===== config.mk =====
export PLATFORM = sky130hd
export DESIGN_NAME = cdm_mult_pipe
export DESIGN_NICKNAME = d
export VERILOG_FILES = /design/src/rtl/cdm_mult_pipe.sv
export SDC_FILE = /design/constraint.sdc
export NUM_CORES = 2
export LEC_CHECK = 0
export CORE_MARGIN = 1
export CORE_UTILIZATION = 40
export CTS_CLUSTER_SIZE = 28
export DETAILED_ROUTE_END_ITERATION = 8
export GPL_TIMING_DRIVEN = 0
export PLACE_DENSITY = 0.62
export REMOVE_ABC_BUFFERS = 1
export SLEW_MARGIN = 30
export SYNTH_ARGS = -nofsm -noshare
export SYNTH_HDL_FRONTEND = slang
export SYNTH_SLANG_ARGS = --single-unit

===== constraint.sdc =====
create_clock -name clk -period 66.8 [get_ports clk]
set_input_delay 10.02 -clock clk [delete_from_list [all_inputs] [get_ports clk]]
set_output_delay 10.02 -clock clk [all_outputs]
set_load 0.005 [all_outputs]

===== src/rtl/cdm_mult_pipe.sv =====
// Three-stage valid/ready pipelined unsigned multiplier with an optional
// carry-disregard mode for the low K product columns.
`timescale 1ns/1ps
module cdm_mult_pipe #(
    parameter int unsigned W    = 16,
    parameter int unsigned K    = 8,
    parameter int unsigned TAGW = 4
) (
    input  logic              clk,
    input  logic              rst,
    input  logic              in_valid,
    output logic              in_ready,
    input  logic [W-1:0]      in_a,
    input  logic [W-1:0]      in_b,
    input  logic              in_mode,
    input  logic [TAGW-1:0]   in_tag,
    output logic              out_valid,
    input  logic              out_ready,
    output logic [2*W-1:0]    out_r,
    output logic              out_mode,
    output logic [TAGW-1:0]   out_tag
);
    localparam int unsigned PW = 2 * W;

    logic              v1, v2, v3;
    logic              ld1, ld2, ld3;
    logic [W-1:0]      a1, b1;
    logic              m1, m2;
    logic [TAGW-1:0]   t1, t2;
    logic [PW-1:0]     hi2, lo2, lx2;
    logic [PW-1:0]     hi_n, lo_n, lx_n;

    always_comb begin
        ld3      = !v3 || out_ready;
        ld2      = !v2 || ld3;
        ld1      = !v1 || ld2;
        in_ready = ld1;
    end

    assign out_valid = v3;

    // hi: columns >= K summed with carries; lo: OR per low column;
    // lx: true sum of the low columns so the exact product is hi + lx.
    always_comb begin
        hi_n = '0;
        lo_n = '0;
        lx_n = '0;
        for (int unsigned i = 0; i < W; i++) begin
            for (int unsigned j = 0; j < W; j++) begin
                if (a1[i] & b1[j]) begin
                    if (i + j >= K) begin
                        hi_n = hi_n + (PW'(1) << (i + j));
                    end else begin
                        lx_n = lx_n + (PW'(1) << (i + j));
                        lo_n = lo_n | (PW'(1) << (i + j));
                    end
                end
            end
        end
    end

    always_ff @(posedge clk or posedge rst) begin
        if (rst) begin
            v1       <= 1'b0;
            v2       <= 1'b0;
            v3       <= 1'b0;
            a1       <= '0;
            b1       <= '0;
            m1       <= 1'b0;
            t1       <= '0;
            hi2      <= '0;
            lo2      <= '0;
            lx2      <= '0;
            m2       <= 1'b0;
            t2       <= '0;
            out_r    <= '0;
            out_mode <= 1'b0;
            out_tag  <= '0;
        end else begin
            if (ld1) begin
                v1 <= in_valid;
                if (in_valid) begin
                    a1 <= in_a;
                    b1 <= in_b;
                    m1 <= in_mode;
                    t1 <= in_tag;
                end
            end
            if (ld2) begin
                v2 <= v1;
                if (v1) begin
                    hi2 <= hi_n;
                    lo2 <= lo_n;
                    lx2 <= lx_n;
                    m2  <= m1;
                    t2  <= t1;
                end
            end
            // Output registers only change on a real load, so they hold under stall and when empty.
            if (ld3) begin
                v3 <= v2;
                if (v2) begin
                    out_r    <= m2 ? (hi2 + lo2) : (hi2 + lx2);
                    out_mode <= m2;
                    out_tag  <= t2;
                end
            end
        end
    end
endmodule


==> results.ini <==
[route]
drtPass1Iterations = 6
route.detailed.drc = 0
viasPerCell = 5.69
wl_per_cell_microns = 16.5
drt_iter0_markers = 5540
wl_microns = 262000
route.vias.total = 90400
ant_nets = 0

[worst_setup_path]
critPathKind = register to register
worstReg2RegStart = b1[8]
startpoint_type = register
max_stage_delay_ns = 0.64
required_ns = 67.20
end_kind = register
slowest_stage = dfrtp_4
path_max_fanout = 40
r2r-end = hi2[31]
r2r_slack_ns = 3.62
arrival_ns = 63.58
reg2reg_depth = 234
cp_common_cell = xnor2_1

[worst_hold_path]
hold_depth = 1
worstHoldPathType = register to register
min_to = lx2[23]
worstHoldStart = lx2[23]

[clock_network]
clk_latency_ns = 0.55
cts_max_level = 4
ctsHoldBuffers = 0
cts-root-buf = clkbuf_16
numCtsBuffers = 17
clk_pin_slew_ns = 0.08
cts_sinks = 145
cts_max_path_buffers = 2
cts_tree = built

[sta]
timing.final.crit_share = 0.946
finalHoldViolations = 0
timing.slew.headroom = 0.350
fin_crit_ns = 63.18
slew_viol_final = 0
worstMarginPinSlew_ns = 0.967
finClkSkew_ns = 0.0338
setup_viol = 0
fmax_mhz = 15.8

[final_layout]
area_growth_pct = 3.95
finalInstanceArea_sq_um = 101000
fin_nets = 13000
drive_gt1_frac = 0.117

[logic_synthesis]
netlist_area_sq_um = 96900
ys_warn_count = 0
ys_types = 225
async_reset_ff_frac = 1.00
synthCells = 13000
synth_ff_type = dfrtp_1
seq_area_frac_synth = 0.0374
synth-edff-count = 0
synth-seq-cells = 145
syn_avg_cell_area_sq_um = 7.44

[floorplanning]
dieArea_sq_um = 244000
die_height_microns = 494
core_sq_um = 241000
num_rows = 180
die_w_microns = 494
pin_count = 80
initial_core_util = 0.403

[status]
status = finished, final reports clean

[global_routing]
grt_max_degree = 59
grt_pass1_vias = 82900
antenna_found_initial = 5
grt_pass1_wl_microns = 428000
groute.usage.overall = 0.205
grt_overflow_total = 0

[job]
cap_violations = 0

[place]
port_buffers = 79
postPlaceCellArea_sq_um = 99100
gp_congestion = 0.864
dp_hpwl_microns = 210000

[final cells by class]
class                           count  area, sq um
Fill cell                       24700       140000
Multi-Input combinational cell  11900        88800
Tap cell                         3185         3990
Sequential cell                   145         3710
Timing Repair Buffer              148         1830
Inverter                          470         1820
Clock buffer                       17          425
Clock inverter                     15          195
Antenna cell                        4         10.0
[through the flow]
stage / setup TNS [ns] / cells / utilization / hold WS (ns) / setup WS (ns)
after floorplan: 0 / 12500 / - / 0.442 / 8.18
after global placement: -6.36 / 15800 / 0.407 / 0.460 / -6.36
after detailed placement: -2.00 / 15800 / 0.411 / 0.463 / -2.00
after CTS: 0 / 15800 / 0.415 / 0.482 / 0.0101
after global routing: -0.144 / 15900 / 0.418 / 0.495 / -0.144
final: 0 / 15900 / 0.419 / 0.478 / 3.62
[per-layer routing]
layer  wire [microns]  global-route usage  vias to the layer above
met5                0                   0                        -
met4             5180              0.0476                        0
met3             6750             0.00687                      168
met2           123000               0.353                     1374
met1           127000               0.282                    42400
li1                 -                   -                    46400
[logic make-up (layout without fill, tap and decap cells)]
| group | after synthesis | in the layout | share of synthesized area |
|---|---|---|---|
| compound gates | 2734 | 2734 | 0.198 |
| xor+xnor | 2440 | 2440 | 0.295 |
| fa+ha+maj | 298 | 298 | 0.0377 |
| buf+inv | 1001 | 650 | 0.0560 |
| flops | 145 | 145 | 0.0374 |
| mux | 508 | 508 | 0.0571 |
| other cells | 0 | 4 | 0 |
| simple gates | 5903 | 5903 | 0.319 |
[sequential cells by signal, indices dropped and copies added (netlist names), 4 cells and up]
signal   flops
hi2         24
lo2          7
out_r       32
lx2         32
b1          16
a1          16
out_tag      4
t2           4
t1           4
[timing repair]
action | 4_1_cts | 5_1_grt
endpoints found under the setup margin | 1 | 1
endpoints found under the hold margin | 0 | 0
pin swaps | 2 | 13
setup buffers | 3 | 35
gates resized for setup | 14 | 79
[worst max-delay path, delay by kind of cell, from the launching register on]
| family | cells | cell delay, ns |
|---|---|---|
| XOR/XNOR | 105 | 33.70 |
| buffers and inverters | 16 | 1.87 |
| multiplexers | 7 | 1.98 |
| flip-flops | 1 | 0.64 |
| AND/OR/NAND/NOR | 48 | 10.77 |
| AO/OA/AOI/OAI | 30 | 6.68 |
| adder cells (fa/ha/maj) | 28 | 7.17 |
[placed cells by master (no fill, tap or decap), types with 107 or more instances in the layout]
| cell type | synthesis | layout |
|---|---|---|
| dfrtp_1 | 145 | 112 |
| mux2i_1 | 325 | 323 |
| nand2b_1 | 129 | 129 |
| inv_1 | 448 | 447 |
| mux2_2 | 141 | 141 |
| xnor2_2 | 92 | 114 |
| nand3_1 | 575 | 575 |
| nor4_1 | 135 | 127 |
| or2_2 | 107 | 107 |
| xnor2_1 | 1319 | 1286 |
| nor2b_1 | 142 | 141 |
| nor3_1 | 485 | 479 |
| nand4_1 | 155 | 155 |
| nand2_1 | 1528 | 1525 |
| or3_1 | 114 | 114 |
| o211ai_1 | 109 | 109 |
| o21ai_0 | 561 | 561 |
| a21oi_1 | 598 | 591 |
| ha_1 | 263 | 262 |
| nor2_1 | 1165 | 1163 |
| xnor3_1 | 246 | 243 |
| and2_1 | 248 | 247 |
| and3_1 | 244 | 242 |
| a31oi_1 | 155 | 154 |
| xor2_1 | 564 | 548 |
| nor3b_1 | 108 | 107 |
[worst max path at each step]
| stage | end | cells past startpoint | from |
|---|---|---|---|
| 3_5_place_dp | hi2[31] | 249 | b1[9] |
| 5_1_grt | hi2[31] | 258 | b1[8] |
| 2_1_floorplan | hi2[31] | 234 | b1[8] |
| 3_3_place_gp | hi2[31] | 230 | b1[9] |
| 6_report | hi2[31] | 234 | b1[8] |
| 4_1_cts | hi2[31] | 255 | b1[8] |
[synthesized netlist by cell type, types with 82 or more instances]
cell,number,area (sq um)
nand2_1,1528,5740
xnor2_1,1319,11600
nor2_1,1165,4370
a21oi_1,598,2990
nand3_1,575,2880
xor2_1,564,4940
o21ai_0,561,2810
nor3_1,485,2430
inv_1,448,1680
mux2i_1,325,3250
clkbuf_1,286,1070
ha_1,263,3290
and2_1,248,1550
xnor3_1,246,5540
and3_1,244,1530
a31oi_1,155,970
nand4_1,155,970
dfrtp_1,145,3630
nor2b_1,142,888
mux2_2,141,1590
nor4_1,135,845
nand2b_1,129,807
or3_1,114,713
o211ai_1,109,818
nor3b_1,108,811
or2_2,107,669
xnor2_2,92,1500
xnor3_2,91,2160
a211oi_1,89,668
o22ai_1,85,532
nand3b_1,82,616
Power is left out: the tool's default activity adds up to more than one toggle a clock period on the data nets, which glitch-free logic cannot reach.
